**src/rtl/jtframe_sdram_stats_mon_if.sv**
```systemverilog
// jtframe_sdram_stats_mon_if: snooped SDRAM command bus plus the stats read port
interface jtframe_sdram_stats_mon_if #(parameter int CW = 16);
  logic [12:0]   sdram_a;
  logic [1:0]    sdram_ba;
  logic          sdram_ncs;
  logic          sdram_nras;
  logic          sdram_ncas;
  logic          sdram_nwe;
  logic          freeze;
  logic [1:0]    st_bank;
  logic [2:0]    st_field;
  logic [CW-1:0] st_dout;
  logic          win_done;
  logic [7:0]    win_cnt;
  modport master (
    output sdram_a, sdram_ba, sdram_ncs, sdram_nras, sdram_ncas, sdram_nwe,
    output freeze, st_bank, st_field,
    input  st_dout, win_done, win_cnt
  );
  modport slave (
    input  sdram_a, sdram_ba, sdram_ncs, sdram_nras, sdram_ncas, sdram_nwe,
    input  freeze, st_bank, st_field,
    output st_dout, win_done, win_cnt
  );
endinterface

```
**src/rtl/jtframe_sdram_stats_mon.sv**
```systemverilog
// jtframe_sdram_stats_mon: passive per-bank SDRAM command statistics over fixed windows
module jtframe_sdram_stats_mon #(
  parameter int BANKS = 4,
  parameter int CW    = 16,
  parameter int WIN   = 1000000
) (
  input logic clk,
  input logic rst,
  jtframe_sdram_stats_mon_if.slave bus
);
  localparam int WW = $clog2(WIN);
  typedef logic [CW-1:0] cnt_t;

  function automatic cnt_t sat(cnt_t x);
    return &x ? x : x + 1'b1;
  endfunction

  // a boundary-cycle event starts the new window at 1 instead of 0
  function automatic cnt_t nxt(cnt_t cur, logic inc, logic clr);
    return inc ? sat(clr ? '0 : cur) : (clr ? '0 : cur);
  endfunction

  logic [3:0] cmd;
  logic       is_act, is_rd, is_wr, is_ref, is_lm, bnd;
  logic [WW-1:0] wcnt;
  cnt_t live_ref, sh_ref;
  logic [7:0][CW-1:0] shv [4];

  assign cmd    = {bus.sdram_ncs, bus.sdram_nras, bus.sdram_ncas, bus.sdram_nwe};
  assign is_act = cmd == 4'b0011;
  assign is_rd  = cmd == 4'b0101;
  assign is_wr  = cmd == 4'b0100;
  assign is_ref = cmd == 4'b0001;
  assign is_lm  = cmd == 4'b0000;
  assign bnd    = wcnt == WW'(WIN - 1);

  always_ff @(posedge clk) begin
    if (rst) begin
      wcnt         <= '0;
      live_ref     <= '0;
      sh_ref       <= '0;
      bus.win_done <= 1'b0;
      bus.win_cnt  <= '0;
      bus.st_dout  <= '0;
    end else begin
      wcnt         <= bnd ? '0 : wcnt + 1'b1;
      live_ref     <= nxt(live_ref, is_ref, bnd);
      if (bnd && !bus.freeze) sh_ref <= live_ref;
      bus.win_done <= bnd;
      bus.win_cnt  <= bus.win_cnt + 8'(bnd);
      bus.st_dout  <= shv[bus.st_bank][bus.st_field];
    end
  end

  for (genvar b = 0; b < 4; b++) begin : g_bank
    if (b < BANKS) begin : g_on
      cnt_t act, same, lng, rd, wr, run, s_act, s_same, s_lng, s_rd, s_wr, run_n, lng_b;
      logic [12:0] row;
      logic vld, hit, act_hit, same_hit;
      assign hit      = bus.sdram_ba == 2'(b);
      assign act_hit  = is_act && hit;
      assign same_hit = vld && bus.sdram_a == row;
      assign run_n    = same_hit ? sat(run) : cnt_t'(1);
      assign lng_b    = bnd ? '0 : lng;
      always_ff @(posedge clk) begin
        if (rst) begin
          {act, same, lng, rd, wr, run} <= '0;
          {s_act, s_same, s_lng, s_rd, s_wr} <= '0;
          row <= '0;
          vld <= 1'b0;
        end else begin
          act  <= nxt(act, act_hit, bnd);
          same <= nxt(same, act_hit && same_hit, bnd);
          rd   <= nxt(rd, is_rd && hit, bnd);
          wr   <= nxt(wr, is_wr && hit, bnd);
          lng  <= act_hit && run_n > lng_b ? run_n : lng_b;
          if (act_hit) begin
            run <= run_n;
            row <= bus.sdram_a;
            vld <= 1'b1;
          end else if (is_lm) begin
            run <= '0;
            vld <= 1'b0;
          end
          if (bnd && !bus.freeze) begin
            s_act  <= act;
            s_same <= same;
            s_lng  <= lng;
            s_rd   <= rd;
            s_wr   <= wr;
          end
        end
      end
      assign shv[b] = {cnt_t'(0), cnt_t'(0), sh_ref, s_wr, s_rd, s_lng, s_same, s_act};
    end else begin : g_off
      assign shv[b] = '0;
    end
  end
endmodule

```
**src/flat_wrapper.sv**
```systemverilog
// flat-port wrapper written by rule: the top's interface ports become plain ports
module jtframe_sdram_stats_mon_flat 
#(
  parameter int BANKS = 4,
  parameter int CW    = 16,
  parameter int WIN   = 1000000
)
  (clk, rst, bus_sdram_a, bus_sdram_ba, bus_sdram_ncs, bus_sdram_nras, bus_sdram_ncas, bus_sdram_nwe, bus_freeze, bus_st_bank, bus_st_field, bus_st_dout, bus_win_done, bus_win_cnt);
  jtframe_sdram_stats_mon_if #(.CW(CW)) bus_i ();
  input logic clk;
  input logic rst;
  input wire logic [$bits(bus_i.sdram_a)-1:0] bus_sdram_a;
  input wire logic [$bits(bus_i.sdram_ba)-1:0] bus_sdram_ba;
  input wire logic [$bits(bus_i.sdram_ncs)-1:0] bus_sdram_ncs;
  input wire logic [$bits(bus_i.sdram_nras)-1:0] bus_sdram_nras;
  input wire logic [$bits(bus_i.sdram_ncas)-1:0] bus_sdram_ncas;
  input wire logic [$bits(bus_i.sdram_nwe)-1:0] bus_sdram_nwe;
  input wire logic [$bits(bus_i.freeze)-1:0] bus_freeze;
  input wire logic [$bits(bus_i.st_bank)-1:0] bus_st_bank;
  input wire logic [$bits(bus_i.st_field)-1:0] bus_st_field;
  output wire logic [$bits(bus_i.st_dout)-1:0] bus_st_dout;
  output wire logic [$bits(bus_i.win_done)-1:0] bus_win_done;
  output wire logic [$bits(bus_i.win_cnt)-1:0] bus_win_cnt;
  assign bus_i.sdram_a = bus_sdram_a;
  assign bus_i.sdram_ba = bus_sdram_ba;
  assign bus_i.sdram_ncs = bus_sdram_ncs;
  assign bus_i.sdram_nras = bus_sdram_nras;
  assign bus_i.sdram_ncas = bus_sdram_ncas;
  assign bus_i.sdram_nwe = bus_sdram_nwe;
  assign bus_i.freeze = bus_freeze;
  assign bus_i.st_bank = bus_st_bank;
  assign bus_i.st_field = bus_st_field;
  assign bus_st_dout = bus_i.st_dout;
  assign bus_win_done = bus_i.win_done;
  assign bus_win_cnt = bus_i.win_cnt;
  jtframe_sdram_stats_mon #(.BANKS(BANKS), .CW(CW), .WIN(WIN)) u_core (.clk(clk), .rst(rst), .bus(bus_i));
endmodule
```
**config.mk**
```make
export PLATFORM = sky130hd
export DESIGN_NAME = jtframe_sdram_stats_mon_flat
export DESIGN_NICKNAME = d
export VERILOG_FILES = /design/src/rtl/jtframe_sdram_stats_mon_if.sv /design/src/rtl/jtframe_sdram_stats_mon.sv /design/src/flat_wrapper.sv
export SDC_FILE = /design/constraint.sdc
export NUM_CORES = 2
export LEC_CHECK = 0
export BUFFER_PORTS_ARGS = -buffer_cell sky130_fd_sc_hd__buf_4
export CAP_MARGIN = 20
export CELL_PAD_IN_SITES_DETAIL_PLACEMENT = 1
export CELL_PAD_IN_SITES_GLOBAL_PLACEMENT = 2
export CORE_MARGIN = 3
export CORE_UTILIZATION = 30
export DETAILED_ROUTE_END_ITERATION = 7
export GPL_ROUTABILITY_DRIVEN = 1
export PLACE_DENSITY = 0.66
export RECOVER_POWER = 25
export SLEW_MARGIN = 20
export SYNTH_ARGS = -nofsm -noshare
export SYNTH_HDL_FRONTEND = slang
export SYNTH_SLANG_ARGS = --single-unit
```
**constraint.sdc**
```tcl
create_clock -name clk -period 5.8 [get_ports clk]
set_input_delay 1.16 -clock clk [delete_from_list [all_inputs] [get_ports clk]]
set_output_delay 1.16 -clock clk [all_outputs]
set_load 0.02 [all_outputs]
```
# Word-level counts from Yosys, hierarchy flattened
# Index checks and enable logic that the tools add are counted.
[totals] register_bits=837 in_bits=27 word_cells=236
[classes] addsub=23 n_lt_le_gt_ge=6 n_eq_ne=12 mux=82 bitwise=1 reduce_logical=54
[ops] cell="16-bit 2-to-1 mux" n=73
[ops] cell="16-bit by 1-bit adder with 16-bit output (second input constant)" n=21
[ops] cell="16-bit AND reduction" n=21
[ops] cell="128-bit binary-select mux with 2-bit select" n=1
[ops] cell="128-bit 2-to-1 mux" n=2
[ops] cell="16-bit > comparator" n=4
[ops] cell="13-bit equality test" n=4
[ops] cell="16-bit binary-select mux with 3-bit select" n=1
[ops] cell="1-bit logical AND" n=25
[ops] cell="20-bit by 1-bit adder with 20-bit output (second input constant)" n=1
[ops] cell="20-bit equality test (second input constant)" n=1
[ops] cell="8-bit by 1-bit adder with 8-bit output" n=1
[ops] cell="4-bit by 3-bit equality test with 1-bit output (second input constant)" n=2
[ops] cell="2-bit nonzero test" n=4
[ops] cell="1-bit 2-to-1 mux" n=5
[ops] cell="2-bit equality test (second input constant)" n=2
[ops] cell="4-bit by 1-bit equality test with 1-bit output (second input constant)" n=1
[ops] cell="4-bit by 2-bit equality test with 1-bit output (second input constant)" n=1
[ops] cell="4-bit logical NOT" n=1
[ops] cell="3-bit by 4-bit less-than comparator with 1-bit output (second input constant)" n=1
[ops] cell="3-bit greater-or-equal comparator (second input constant)" n=1
[ops] cell="2-bit inverter with 3-bit output" n=1
[ops] cell="2-bit by 1-bit equality test with 1-bit output (second input constant)" n=1
[ops] cell="2-bit logical NOT" n=1
[ops] cell="2 further kinds" n=2

# Longest topological paths before layout
[depth] ltp_word=6 depth_mapped=20

# Worst setup path before layout
# OpenSTA, ideal clock, no wires.
[synth_timing] path_kind="input to register" from="in bus_sdram_a[9]" to="reg u_core.g_bank[1].g_on.lng[0]" setup_ns=0.123 arrival_ns=4.452 required_ns=5.677 setup_slack_ns=1.225 cell_stages=15 n_path_buf=4 cell_sequence="buf_2 xnor2_1 nand4_1 or4_1 clkbuf_1 clkbuf_1 nor2b_1 ha_1 nor2b_1 o211ai_1 a21oi_1 a2111oi_0 a221oi_4 buf_6 mux2i_1"
[synth_via] elab_chain_cells=6
[synth_rtl] element="from (decl)" line_no="flat_wrapper.sv:12" source="input wire logic [$bits(bus_i.sdram_a)-1:0] bus_sdram_a;"
[synth_rtl] element="13-bit equality test *" line_no="jtframe_sdram_stats_mon.sv:62" source="assign same_hit = vld && bus.sdram_a == row;"
[synth_rtl] element="1-bit logical AND *" line_no="jtframe_sdram_stats_mon.sv:62"
[synth_rtl] element="16-bit 2-to-1 mux *" line_no="jtframe_sdram_stats_mon.sv:63" source="assign run_n = same_hit ? sat(run) : cnt_t'(1);"
[synth_rtl] element="16-bit > comparator" line_no="jtframe_sdram_stats_mon.sv:76" source="lng <= act_hit && run_n > lng_b ? run_n : lng_b;"
[synth_rtl] element="1-bit logical AND" line_no="jtframe_sdram_stats_mon.sv:76"
[synth_rtl] element="16-bit 2-to-1 mux *" line_no="jtframe_sdram_stats_mon.sv:76"
[synth_rtl] element="to (signal assigned)" line_no="jtframe_sdram_stats_mon.sv:76"
[synth_rtl] element="to (decl)" line_no="jtframe_sdram_stats_mon.sv:57" source="cnt_t act, same, lng, rd, wr, run, s_act, s_same, s_lng, s_rd, s_wr, run_n, lng_b;"
# Mark *: on every way between the ends. The rest lies on a longest branch, timed or not.
# A chain may end at the register's enable or synchronous reset.

# Final worst setup path
[layout_timing] from="reg u_core.wcnt[0]" to="reg u_core.g_bank[3].g_on.lng[7]"
[layout_via] elab_chain_cells=5
[layout_rtl] element="from (decl)" line_no="jtframe_sdram_stats_mon.sv:25" source="logic [WW-1:0] wcnt;"
[layout_rtl] element="from (signal assigned)" line_no="jtframe_sdram_stats_mon.sv:46" source="wcnt <= bnd ? '0 : wcnt + 1'b1;"
[layout_rtl] element="20-bit equality test *" line_no="jtframe_sdram_stats_mon.sv:35" source="assign bnd = wcnt == WW'(WIN - 1);"
[layout_rtl] element="16-bit 2-to-1 mux *" line_no="jtframe_sdram_stats_mon.sv:64" source="assign lng_b = bnd ? '0 : lng;"
[layout_rtl] element="16-bit > comparator" line_no="jtframe_sdram_stats_mon.sv:76"
[layout_rtl] element="1-bit logical AND" line_no="jtframe_sdram_stats_mon.sv:76"
[layout_rtl] element="16-bit 2-to-1 mux *" line_no="jtframe_sdram_stats_mon.sv:76"
[layout_rtl] element="to (signal assigned)" line_no="jtframe_sdram_stats_mon.sv:76"
[layout_rtl] element="to (decl)" line_no="jtframe_sdram_stats_mon.sv:57"
# Marked as above.

==> results by group <==
Run status
  • Outcome: finished with violations
  • Failing checks: capacitance limit, slew limit

Setup path
  • CP max-delay cell: nand2_1
  • Reg-to-reg slack, setup: 960 ps
  • Worst r2r path cells: 11
  • R2r endpoint: u_core.g_bank[3].g_on.lng[7]
  • Reg-to-Reg Start: u_core.wcnt[0]
  • CP max stage delay: a little under 800 ps
  • CP Data Required Time: roughly 6400 ps
  • CP top delay family: simple AND/OR/NAND/NOR gates
  • Crit path max fanout: 50
  • Worst Path Class, Setup: reg -> reg
  • CP bufs+invs: 4
  • Startpoint Class: flop
  • Worst path most repeated cell: nand2_1
  • Critical Path End Type: flop
  • Worst Path Arrival: 5440 ps
  • Crit-path cells: ha_1 -> nand2_1 -> and4bb_2 -> nand2_1 -> buf_12 -> buf_4 -> inv_1 -> nor2_1 -> buf_4 -> nand2_1 -> mux2i_1

Placement
  • Dpl cell area: 42,000 um2
  • Placer Congestion: 0.812
  • Post-DP HPWL: 98,400 um
  • Number of port buffers: 51
  • Dpl cells: between 6,000 and 7,000

STA
  • RSZ-0062 raised after global routing: no
  • Tcrit/Tclk final: 0.834
  • Setup TNS: 0 ps
  • Fin crit period: about 4800 ps
  • Worst-Margin Slew: 2330 ps
  • Endpoints failing setup: 0
  • Max Clock Freq: 207 MHz
  • Slew Limit Fails: 131
  • Fin Hold WS: around 410 ps
  • Fin. Hold Viols: 0
  • Clock skew: 64.5 ps
  • Relative slew slack: -0.555

Global routing
  • Total congestion overflow: 0
  • Met3 usage: 0.0274
  • Overall Global Routing Usage: 0.203
  • Met2 GRT Util: 0.325
  • Largest net degree at the start of global routing: between 150 and 200
  • Antenna violations before repair: 5
  • Vias in the first global route: 34,294
  • Met1 GRT Util: 0.283
  • First-pass GRT wire length: 216,000 um
  • GR peak layer: met2

CTS
  • Total CTS buffers: 102
  • CTS sink count: 837
  • CTS tree: done
  • Clock slew at reported path FFs: 60 ps
  • CTS Hold Bufs: 0
  • Longest Clk Path Bufs: 3
  • # Post-CTS Setup Buffers: 0
  • Clk root buf: clkbuf_16
  • Cts repair resizes: 0
  • CTS H-tree depth: 3
  • Clock Latency Late Sink: ~740 ps

Route
  • Final WL: 141,000 um
  • DR WL/cell: 21.4 um
  • Via/cell ratio: about 5.2
  • Post-route ant nets: 0
  • Vias: 34,216
  • DRC Markers: 0
  • DR iter-0 viols: between 2,000 and 2,500
  • Detailed Routing Iterations Pass 1: 5

Final layout
  • Final nets: 4,879
  • Fin util: 0.344
  • Most frequent cells in the layout: nand2_1, dfxtp_1, a21oi_1
  • Register area: 16,800 um2
  • Most common cell after layout, fill and taps aside: nand2_1
  • Area Growth Syn to Fin: 13.6%
  • Share of post-route cells with drive strength above 1: 0.0841
  • Area occupied by multi-input gates: 21,900 um2
  • Post-Layout Cell Count: 6,610
  • Final Cell Area: 45,500 um2
  • Fill count: 15,618

Synth
  • Compound-Gate Fraction of Synth Area: 0.111
  • Ys flop type: dfxtp_1
  • Top cells by area, synth: dfxtp_1, nand2_1, a21oi_1
  • Synthesized cell area: approximately 40,000 um2
  • Leading area contributor after synthesis: dfxtp_1
  • Adder-cell area share of the yosys netlist: 0.0263
  • Seq/Total Area, Yosys: 0.419
  • Multiplexer share of the synthesized area: 0.0788
  • Number of synthesized flops with an enable pin: 0
  • Flops & latches, synth: between 800 and 900
  • Yosys top cell area share: 0.419
  • Post-synthesis simple-gate area fraction: 0.258
  • Syn. warnings: 0
  • Post-Synthesis Cells: slightly below 5,000
  • Ys async rst share: 0
  • Post-synthesis xor/xnor area fraction: 0.0733
  • Main combinational cell family by area after synthesis: simple AND/OR/NAND/NOR gates
  • Syn Nets: 4,958
  • Cell variety after synth: 86
  • Avg Cell Area, Syn: 8.25 um2

Power and ir drop
  • PD cells: 283 nW/um2
  • Leakage: approximately 15 nW
  • Worst vdd ir: 0.239 mV

Job
  • Max Cap Violations: 4

Floorplan
  • Starting Density: 0.303
  • Row count: 133
  • Die H: 371 um
  • Core ar.: ~130,000 um2
  • Die Wd: 371 um
  • Io pins: 52
  • Die footprint: 138,000 um2

Min path
  • HP Start: u_core.g_bank[3].g_on.lng[2]
  • Hold EP: u_core.g_bank[3].g_on.s_lng[2]
  • Worst Hold Depth: 2
  • Hold Crit Class: reg -> reg
flip-flops by register name, indices dropped and copies added (netlist names), 4 cells and up:
register	flops
u_core.g_bank.g_on.act	64
u_core.g_bank.g_on.lng	64
u_core.g_bank.g_on.rd	64
u_core.g_bank.g_on.run	64
u_core.g_bank.g_on.s_act	64
u_core.g_bank.g_on.s_lng	64
u_core.g_bank.g_on.s_rd	64
u_core.g_bank.g_on.s_same	64
u_core.g_bank.g_on.s_wr	64
u_core.g_bank.g_on.same	64
u_core.g_bank.g_on.wr	64
u_core.g_bank.g_on.row	52
u_core.wcnt	20
u_core.bus.st_dout	16
u_core.live_ref	16
u_core.sh_ref	16
u_core.bus.win_cnt	8
u_core.g_bank.g_on.vld	4
how the worst max path moves through the flow:
stage | startpoint | endpoint | cells after the start
3_5_place_dp | bus_sdram_a[10] | u_core.g_bank[1].g_on.lng[8] | 12
5_1_grt | u_core.wcnt[0] | u_core.g_bank[3].g_on.act[5] | 14
3_3_place_gp | bus_sdram_a[6] | u_core.g_bank[1].g_on.lng[8] | 12
2_1_floorplan | bus_sdram_a[9] | u_core.g_bank[1].g_on.lng[0] | 15
4_1_cts | bus_sdram_a[10] | u_core.g_bank[1].g_on.lng[3] | 12
6_report | u_core.wcnt[0] | u_core.g_bank[3].g_on.lng[7] | 11
layout make-up:
class	count	area share
multi-input combinational	3670	0.482
sequential	837	0.369
tap	1755	0.0483
antenna	1	0.0000551
clock inverter	34	0.0105
inverter	47	0.00388
timing repair buffer	110	0.0181
clock buffer	156	0.0681
power breakdown:
| group | internal [mW] | switching (mW) | leakage [nW] | total (mW) |
|---|---|---|---|---|
| Combinational | 0.0832 | 0.235 | 6.36 | 0.318 |
| Sequential | 5.76 | 0.00632 | 6.74 | 5.76 |
| Clock | 4.04 | 2.72 | 1.77 | 6.76 |
routing by layer:
layer  vias up  share of wire
met5         -              0
met1     17066           0.48
met4         0          0.028
met2       441           0.45
li1      16528              -
met3       181          0.032
metrics by stage:
stage / worst slack (ps) / power [mW]
final: 961 / 12.8
after global routing: 505 / 13.3
after CTS: 1230 / 13.1
after detailed placement: 442 / 6.21
after global placement: 477 / 6.21
after floorplan: 1230 / 6.10
Yosys cell counts (65+ instances only):
master,n
a21oi_1,525
o21ai_0,77
dfxtp_1,837
and3_1,67
ha_1,84
clkbuf_1,244
nand2_1,1151
mux2i_1,65
nand4_1,109
nand3_1,158
nor2_1,447
xor2_1,144
nor3_1,76
xnor2_1,176
mux4_2,96
worst min-delay path, delay by kind of cell, from the launching register on:
kind / cells / cell delay (ps)
DFF: 1 / 310
and+or+nand+nor: 1 / 60
AOI/OAI and AO/OA: 1 / 50
kinds of logic (layout without fill, tap and decap cells):
logic type	Yosys count	after routing
and+or+nand+nor	2298	2298
DFF	837	837
AOI/OAI and AO/OA	769	769
buffers and inverters	340	347
xor gates and xnor gates	328	328
muxes	191	191
adders and majority gates	84	84
other	0	1
Note: power is estimated with default switching activity, not from simulation.
